===== config.mk =====
export PLATFORM = sky130hd
export DESIGN_NAME = clk_divider
export DESIGN_NICKNAME = d
export VERILOG_FILES = /design/src/rtl/clk_divider_pkg.sv /design/src/rtl/clk_divider.sv
export SDC_FILE = /design/constraint.sdc
export NUM_CORES = 1
export LEC_CHECK = 0
export ABC_AREA = 1
export CELL_PAD_IN_SITES_DETAIL_PLACEMENT = 1
export CELL_PAD_IN_SITES_GLOBAL_PLACEMENT = 1
export CORE_MARGIN = 2
export CORE_UTILIZATION = 46
export CTS_CLUSTER_DIAMETER = 60
export CTS_CLUSTER_SIZE = 20
export DETAILED_ROUTE_END_ITERATION = 10
export GPL_TIMING_DRIVEN = 1
export MAX_ROUTING_LAYER = met4
export PLACE_DENSITY_LB_ADDON = 0.1
export SLEW_MARGIN = 20
export SYNTH_ARGS = -nofsm -noshare
export SYNTH_HDL_FRONTEND = slang
export SYNTH_SLANG_ARGS = --single-unit

===== constraint.sdc =====
create_clock -name clk -period 6.3 [get_ports clk]
set_input_delay 1.89 -clock clk [delete_from_list [all_inputs] [get_ports clk]]
set_output_delay 1.89 -clock clk [all_outputs]
set_load 0.05 [all_outputs]

===== src/rtl/clk_divider_pkg.sv =====
// Shared types and constants for the programmable clock divider.
package clk_divider_pkg;

  typedef enum logic {
    IDLE = 1'b0,
    RUN  = 1'b1
  } state_t;

  localparam int DIV_RST_DEFAULT = 2;
  localparam int TICK_CNT_W      = 16;

endpackage


===== src/rtl/clk_divider.sv =====
// Programmable integer clock divider with a tick pulse and a divided clock level.
// Optional tick counter output enabled by defining CLK_DIVIDER_TICK_CNT_EN.
module clk_divider
  import clk_divider_pkg::*;
#(
  parameter int CNT_W   = 8,
  parameter int DIV_RST = DIV_RST_DEFAULT
) (
  input  logic             clk,
  input  logic             rst_n,
  input  logic             en,
  input  logic             div_load,
  input  logic [CNT_W-1:0] div_val,
  output logic             div_ack,
  output logic             busy,
  output logic             tick,
  output logic             div_clk
`ifdef CLK_DIVIDER_TICK_CNT_EN
  ,
  output logic [TICK_CNT_W-1:0] tick_cnt
`endif
);

  localparam logic [CNT_W-1:0] ONE       = CNT_W'(1);
  localparam logic [CNT_W-1:0] DIV_RST_V = CNT_W'(DIV_RST);

  state_t           state, state_next;
  logic [CNT_W-1:0] cnt, cnt_next;
  logic [CNT_W-1:0] div_act, div_next;
  logic [CNT_W-1:0] shadow, shadow_next;
  logic [CNT_W-1:0] shadow_eff;
  logic [CNT_W-1:0] half_next;
  logic             busy_next;
  logic             ack_next;
  logic             wrap;
  logic             apply;
  logic             tick_next;
  logic             div_clk_next;

  // A zero divisor is treated as divide-by-one.
  assign shadow_eff = (shadow == '0) ? ONE : shadow;

  always_comb begin
    state_next  = state;
    cnt_next    = cnt;
    div_next    = div_act;
    shadow_next = shadow;
    busy_next   = busy;
    ack_next    = 1'b0;
    wrap        = (state == RUN) && (cnt == div_act - ONE);

    if (state == IDLE) begin
      cnt_next = '0;
      if (en) begin
        state_next = RUN;
      end
    end else begin
      if (!en) begin
        state_next = IDLE;
        cnt_next   = '0;
      end else if (wrap) begin
        cnt_next = '0;
      end else begin
        cnt_next = cnt + ONE;
      end
    end

    // Pending divisor goes live only where a period starts fresh.
    apply = busy && ((state == IDLE) || !en || wrap);
    if (apply) begin
      div_next  = shadow_eff;
      busy_next = 1'b0;
      ack_next  = 1'b1;
    end else if (div_load && !busy) begin
      shadow_next = div_val;
      busy_next   = 1'b1;
    end

    // Outputs are computed from next-cycle state so they come straight from flops.
    half_next    = (div_next >> 1) + {{(CNT_W-1){1'b0}}, div_next[0]};
    tick_next    = (state_next == RUN) && (cnt_next == div_next - ONE);
    div_clk_next = (state_next == RUN) && (cnt_next < half_next);
  end

  always_ff @(posedge clk or negedge rst_n) begin
    if (!rst_n) begin
      state   <= IDLE;
      cnt     <= '0;
      div_act <= DIV_RST_V;
      shadow  <= '0;
      busy    <= 1'b0;
      div_ack <= 1'b0;
      tick    <= 1'b0;
      div_clk <= 1'b0;
    end else begin
      state   <= state_next;
      cnt     <= cnt_next;
      div_act <= div_next;
      shadow  <= shadow_next;
      busy    <= busy_next;
      div_ack <= ack_next;
      tick    <= tick_next;
      div_clk <= div_clk_next;
    end
  end

`ifdef CLK_DIVIDER_TICK_CNT_EN
  always_ff @(posedge clk or negedge rst_n) begin
    if (!rst_n) begin
      tick_cnt <= '0;
    end else if (tick) begin
      tick_cnt <= tick_cnt + TICK_CNT_W'(1);
    end
  end
`endif

endmodule


Word level (Yosys, flattened, before mapping):

Cells that the tools add are included.

* mux-type cells: 9
* bitwise gates (word level): 2
* $lt $le $gt $ge: 1
* shifts and indexed selects: 0
* multipliers: 0
* equality and inequality tests: 2
* $add $sub $neg: 4
* reduce and logical (&&, ||, !) cells: 12
* div/mod/pow operators: 0

Operators by type and width (number)
* 8-bit 2-to-1 mux: 5
* 8-bit equality test: 2
* 8-bit by 1-bit subtractor with 8-bit output (second input constant): 2
* 7-bit by 1-bit adder with 8-bit output: 1
* 8-bit by 1-bit adder with 8-bit output (second input constant): 1
* 8-bit zero test: 1
* 8-bit < comparator: 1
* 1-bit logical AND: 5
* 1-bit 2-to-1 mux: 4
* 1-bit zero test: 2
* 1-bit logical OR: 2
* 1-bit inverter: 2
* 2-bit AND reduction: 1
* 2-bit nonzero test: 1

* memories: 0
* input port bits: 12
* memory bits (read-only): 0
* latch bits: 0
* logic and storage cells: 38
* register bits after elaboration: 29
* memory bits (writable): 0
* output and inout bits: 4

Logic depth before layout (Yosys ltp):

Gate-level depths: netlist of the first run.

* depth in word-level cells: 9
* gate-level depth with buffers: 27
* depth with buffers taken out: 26

Worst setup path after synthesis of the first run:

OpenSTA, ideal clock, no wires.

* path type: in2reg
* from: in en
* to: reg div_clk
* buffers on the path: 1
* setup slack: 2.507 ns
* data arrival time: 3.699 ns
* data required time: 6.206 ns
* setup time: 0.094 ns
* cell stages on the path: 16
* cell sequence: nand2_1 > inv_1 > nand2_4 > nand2_4 > buf_6 > nand2_1 > nand2_1 > ha_1 > inv_1 > nor3_2 > nand3_1 > xor2_1 > ha_1 > a21oi_1 > o21ai_0 > a211oi_1

* longest elaborated chain between the ends: 8
* elaborated cells between the ends (all ways): 11
* classes of those cells: add/sub: 1; order compare: 1; mux: 4; reduce/logical: 5

Ends and longest elaborated chain
* start, declared: RTL line clk_divider.sv:11 `input logic en,`
* 1-bit zero test: RTL line clk_divider.sv:69 `apply = busy && ((state == IDLE) || !en || wrap);`
* 1-bit logical OR (2 in series): RTL line clk_divider.sv:69
* 1-bit logical AND: RTL line clk_divider.sv:69
* 8-bit 2-to-1 mux: RTL line clk_divider.sv:70 `if (apply) begin`
* named net div_next[1]: RTL line clk_divider.sv:29 `logic [CNT_W-1:0] div_act, div_next;`
* 7-bit by 1-bit adder with 8-bit output: RTL line clk_divider.sv:80 `half_next = (div_next >> 1) + {{(CNT_W-1){1'b0}}, div_next[0]};`
* 8-bit < comparator: RTL line clk_divider.sv:82 `div_clk_next = (state_next == RUN) && (cnt_next < half_next);`
* 1-bit logical AND: RTL line clk_divider.sv:82
* named net div_clk_next: RTL line clk_divider.sv:38 `logic div_clk_next;`
* end signal, assigned: RTL line clk_divider.sv:103 `div_clk <= div_clk_next;`
* end, declared: RTL line clk_divider.sv:17 `output logic div_clk`

The timed path passes the listed nets, and every way through them passes these cells.
A chain may end at the register's enable or synchronous reset.

Final worst setup path of the first run:

Ends and elaborated chain as after synthesis.

==> out/qor.yml, run 1 <==
route:
  drt_iter0_drc: 58
  wl_per_cell_um: 14.91
  ant_nets: 0
  drc: 0
  dr.pass1.iters: 4
  num_vias: 1966
  drt-vias-per-instance: 5.215
  routed_wl_mm: 5.622
global_route:
  grt_max_degree: 30
  grt_use_met1_pct: 31.98
  grt_util_met2_pct: 41.79
  first_global_vias: 2091
  grt_pass1_wl_mm: 9.756
  grt_overflow: 0
  grt_util_met3_pct: 2.917
  grt-busiest-layer: "met2"
  track_usage_pct: 25.10
  antenna_found_initial: 0
setup_path:
  crit_slowest_cell: "clkdlybuf4s50_1"
  max_stage_delay_ps: 520
  worst-setup-path-type: "in -> reg"
  start_kind: "input port"
  cp-end-kind: "register"
  critPathMaxFanout: 21
  worstPathArrival_ps: 4650
  cp_common_cell: "nand2_1"
  path_cells: "clkdlybuf4s50_1 > nand2_1 > inv_1 > nand2_4 > nand2_4 > nand2_1 > nand2_1 > ha_1 > inv_1 > nor3_2 > nand3_1 > nor2_1 > nand2_1 > ha_1 > a21oi_1 > o21ai_0 > a211oi_1"
  cp.required_ps: 6490
synthesis:
  syn_area_per_cell_um2: 7.008
  ys_seq_elements: 29
  synth_nets: 328
  synth_area_leaders: "dfrtp_1 (33%), nand2_1 (16%), nand3_1 (7.0%), inv_1 (6.0%), ha_1 (5.8%)"
  seq_area_frac_synth_pct: 33.90
  synthTopCellsByCount: "nand2_1 (91), inv_1 (34), nor2_1 (33), nand3_1 (30), dfrtp_1 (28)"
  synth_area_leader_cell: "dfrtp_1"
  synth_top_area_share_pct: 32.67
  async_flop_share_pct: 100.0
  yosys_warnings: 0
  synth_cell_type_count: 31
  netlist_instances: 306
  synth-edff-count: 0
  ys.flop_type: "dfrtp_1"
  yosysMostFrequentCell: "nand2_1"
  synth_area_um2: 2145
sta:
  whs_ps: 507.1
  setup_viol: 0
  report.final.slew_viol_count: 0
  period_minus_slack_ps: 4456
  fmax_mhz: 224.4
  fin_tns_setup_ps: 0
  rsz0062_at_grt: "false"
  slew_headroom_pct: 64.28
  timing.final.crit_share_pct: 70.72
  final.setup_skew_ps: 4.901
  hold_violations: 0
  tightest_slew_ps: 531.8
outcome:
  status: "finished, final reports clean"
floorplan:
  num_rows: 24
  die_h_um: 72.28
  chipWidth_um: 72.28
  coreArea_um2: 4414
  start_util_pct: 48.58
  dieArea_um2: 5224
  pin_count: 16
placement:
  place_congestion: 0.8628
  placed_cell_area_um2: 2330
  io_buffers: 15
  dp_hpwl_mm: 4.379
cts:
  clock_latency_ps: 280
  cts_tree: "yes"
  cts-root-buf: "clkbuf_8"
  cts.sinks: 29
  cts_setup_buffers: 0
  cts_buffers: 5
  htree_num_levels: 2
  clk_pin_slew_ps: 60
  clockBufferDepth: 2
  cts_resized: 0
  cts_hold_buf: 0
pwr:
  power.leakage_nw: 1.253
  powerDensity_nw_per_um2: 298.1
  finalPower_mw: 0.7247
  ir_drop_uv: 138.1
hold_path:
  worst_hold_path_type: "reg -> reg"
cells_and_area:
  diodes: 0
  final_area_um2: 2431
  final_util_pct: 55.07
  nNetsFinal: 346
  drive_above_1_share_pct: 13.85
  fill_cells: 580
  syn_to_final_growth_pct: 13.36
run:
  cap_violations: 0
-- cells by family (layout without fill, tap and decap cells) --
kind of cell    count (synthesis)  after routing  share of synthesized area [%]
compound gates                 18             18                          4.668
xor+xnor                       11             11                          4.492
fa+ha+maj                      10             10                          5.834
buf+inv                        45             64                          8.751
flops                          29             29                          33.90
mux                             4              4                          2.100
simple gates                  189            189                          40.26
-- final timing paths --
check / startpoint / end / slack [ps] / cells after the start
max: en / div_clk$_DFF_PN0_ / 1840 / 17
min: shadow[0]$_DFFE_PN0P_ / shadow[0]$_DFFE_PN0P_ / 510 / 1
max reg2reg: div_act[1]$_DFF_PN1_ / div_clk$_DFF_PN0_ / 2460 / 22
min reg2reg: shadow[0]$_DFFE_PN0P_ / shadow[0]$_DFFE_PN0P_ / 510 / 1
max in group asynchronous: rst_n / div_act[1]$_DFF_PN1_ / 4000 / 2
min in group asynchronous: rst_n / shadow[1]$_DFFE_PN0P_ / 1990 / 2
-- through the flow --
stage	instances	worst slack, ps
after floorplan	306	2507
after global placement	369	1761
after detailed placement	369	1570
after CTS	377	1825
after global routing	377	1505
final	377	1844
-- sequential cells by signal, summed over array words and instances (netlist names) --
register and count:
div_ack 1, div_clk 1, busy 1, cnt 8
div_act 8, state 1, tick 1, shadow 8
-- worst max-delay path, delay by kind of cell --
kind                     cells  cell delay, ps
buffers and inverters        3             670
AND/OR/NAND/NOR              9            1220
adder cells (fa/ha/maj)      2             440
AO/OA/AOI/OAI                3             410
-- cell type report --
class | instances | area (um^2) | area share [%]
Multi-Input combinational cell | 232 | 1230 | 50.59
Sequential cell | 29 | 726.9 | 29.90
Timing Repair Buffer | 16 | 157.7 | 6.485
Inverter | 40 | 150.1 | 6.176
Clock buffer | 7 | 96.34 | 3.963
Tap cell | 52 | 65.06 | 2.676
Clock inverter | 1 | 5.005 | 0.2059
-- power breakdown --
| part | leakage [nW] | switching, mW | total (mW) | internal [mW] |
|---|---|---|---|---|
| Combinational | 0.840 | 0.203 | 0.309 | 0.105 |
| Clock | 0.0542 | 0.0720 | 0.171 | 0.0985 |
| Sequential | 0.358 | 0.0308 | 0.245 | 0.214 |
| Total | 1.25 | 0.306 | 0.725 | 0.418 |
-- layer usage --
metal	part of all wire [%]	vias to the layer above
met1	46	941
li1	-	999
met2	50	20
met4	1.1	0
met5	0	-
met3	2.0	6
-- layout by cell type, fill, tap and decap left out, types with 2 or more instances in the layout --
cell type and n:
a21oi_1 8, clkbuf_8 7, clkdlybuf4s50_1 15, dfrtp_1 28
ha_1 10, inv_1 34, inv_2 5, mux2_2 4
nand2_1 91, nand2_2 14, nand2_4 2, nand3_1 30
nand3_2 3, nand3b_1 4, nand4_1 4, nor2_1 33
nor2_2 5, o21ai_0 4, o21ai_1 3, xor2_1 10
No activity file was read; power rests on OpenSTA's default activity.
==> inputs of run 2 (changes only) <==
--- a/config.mk
+++ b/config.mk
@@ -9,7 +9,7 @@
 export CELL_PAD_IN_SITES_DETAIL_PLACEMENT = 1
 export CELL_PAD_IN_SITES_GLOBAL_PLACEMENT = 1
 export CORE_MARGIN = 2
-export CORE_UTILIZATION = 46
+export CORE_UTILIZATION = 38
 export CTS_CLUSTER_DIAMETER = 60
 export CTS_CLUSTER_SIZE = 20
 export DETAILED_ROUTE_END_ITERATION = 10
==> constraint.sdc (replaced) <==
create_clock -name clk -period 3.8 [get_ports clk]
set_input_delay 1.14 -clock clk [delete_from_list [all_inputs] [get_ports clk]]
set_output_delay 1.14 -clock clk [all_outputs]
set_load 0.05 [all_outputs]
==> run 2 against run 1 <==
  * Hold slack worse by 3.3 ps
  * Final cell count up 6.4%
  * Setup slack worse by 1600 ps
  * Sequential power up 67%
  * Clock-buffer cell count unchanged
  * Register-to-register slack worse by 2200 ps
  * Non-clock buffer count up 5
  * Final area up 4.3%
  * Critical path depth up 5
  * Clock skew down 2.6 ps
  * Sequential share of layout area down 1.2 points
  * Largest cell class unchanged
  * Highest routed layer unchanged
==> out/qor.yml, run 2 (same netlist as run 1, synthesis figures left out) <==
cells_and_area:
  fill_cells: 728
  nNetsFinal: 351
  diodes: 0
  syn_to_final_growth_pct: 18.26
  seq_area_um2: 726.9
  drive_above_1_share_pct: 15.81
  final_common_cell: "nand2_1"
  multiInputGateArea_um2: 1267
  final_cells: 401
  top_regs: "cnt: 8 flops, div_act: 8 flops, shadow: 8 flops"
  layout_common_cells: "nand2_1 (91), nor2_1 (33), inv_1 (33)"
sta:
  period_minus_slack_ps: 3513
  fin_tns_setup_ps: 0
  timing.final.crit_share_pct: 92.45
  tightest_slew_ps: 501.1
  hold_violations: 0
  rsz0062_at_grt: "false"
  final.setup_skew_ps: 2.316
  report.final.slew_viol_count: 0
  setup_viol: 0
  slew_headroom_pct: 66.49
  fin_ws_ps: 286.9
  fmax_mhz: 284.6
cts:
  cts-root-buf: "clkbuf_8"
  clockBufferDepth: 2
  cts_tree: "yes"
  cts_buffers: 5
  htree_num_levels: 2
  cts_hold_buf: 0
  clk_pin_slew_ps: 60
  clock_latency_ps: 290
  cts.sinks: 29
global_route:
  track_usage_pct: 21.18
  grt_max_degree: 30
  antenna_found_initial: 0
  grt_pass1_wl_mm: 9.901
  first_global_vias: 2103
  grt_overflow: 0
route:
  drt_iter0_drc: 50
  wl_met2_mm: 2.813
  highest_layer: "met4"
  num_vias: 1965
  drt-vias-per-instance: 4.900
  drc: 0
  wl_met3_um: 116
  wl_per_cell_um: 14.25
  dr.pass1.iters: 4
  routed_wl_mm: 5.713
  met1_length_mm: 2.695
  ant_nets: 0
floorplan:
  coreArea_um2: 5473
  start_util_pct: 39.19
  dieArea_um2: 6261
  chipWidth_um: 79.13
  num_rows: 27
  die_h_um: 79.13
  pin_count: 16
setup_path:
  worstPathArrival_ps: 3700
  critPathMaxFanout: 7
  cp.required_ps: 3990
  reg2reg_setup_slack_ps: 290
  cp-end-kind: "register"
  worst-setup-path-type: "reg -> reg"
  start_kind: "register"
placement:
  dp_slack_ps: 75.09
  io_buffers: 15
  place_congestion: 0.8906
  placed_cells: 392
  dp_hpwl_mm: 4.515
pwr:
  ir_drop_uv: 239.5
  power.leakage_nw: 1.281
  powerDensity_nw_per_um2: 478.1
  finalPower_mw: 1.213
hold_path:
  worst_hold_path_type: "reg -> reg"
run:
  cap_violations: 0
outcome:
  status: "finished, final reports clean"
## run 2: what timing repair did
item	in CTS	in global routing
endpoints found under the hold margin	0	0
resized for setup	0	8
buffers inserted	0	2
setup endpoints to repair	0	1
## run 2: stage by stage
stage / util, % / hold WS [ps] / cell area, um^2
after global placement: 43.44 / 476.0 / 2377
after CTS: 45.02 / 497.6 / 2464
after detailed placement: 43.44 / 485.2 / 2377
after floorplan: - / 463.4 / 2145
final: 46.34 / 503.8 / 2536
after global routing: 46.34 / 517.5 / 2536
## run 2: final timing paths
| kind | endpoint | from | cells after the start |
|---|---|---|---|
| worst max-delay path | div_clk$_DFF_PN0_ | div_act[1]$_DFF_PN1_ | 22 |
| worst min-delay path | shadow[0]$_DFFE_PN0P_ | shadow[0]$_DFFE_PN0P_ | 1 |
| worst max register to register | div_clk$_DFF_PN0_ | div_act[1]$_DFF_PN1_ | 22 |
| worst min register to register | shadow[0]$_DFFE_PN0P_ | shadow[0]$_DFFE_PN0P_ | 1 |
| max in group asynchronous | div_act[1]$_DFF_PN1_ | rst_n | 2 |
| min in group asynchronous | shadow[1]$_DFFE_PN0P_ | rst_n | 2 |
## run 2: area by class of cell
class,count,area share (%)
clock buffer,7,3.404
inverter,40,5.920
multi-input combinational,232,49.98
sequential,29,28.66
tap,72,3.552
timing repair buffer,21,8.485
## run 2: layer usage
layer  vias to the layer above  global-route usage (%)
li1                       1019                       -
met1                       919                   25.77
met2                        19                   36.44
met3                         8                   3.409
met4                         0                   6.034
met5                         -                       -
## run 2: power by group
part           internal, mW  switching, mW
registers             0.356         0.0528
logic                 0.193          0.354
clock network         0.143          0.114
## run 2: critical path: stages (launching register included)
cell and delay, ps:
dfstp_2 540, inv_2 70, ha_4 270, inv_1 30, nand2_1 50, nand2_1 40
nor2_1 100, nand2_1 60, nor2_1 120, nand2_1 70, nor2_2 100, nand2_2 130
nand2_8 120, nand2_4 80, buf_8 170, buf_12 130, o21ai_2 190, inv_1 160
xor2_1 190, ha_1 300, a21oi_1 160, o21ai_0 90, a211oi_1 240
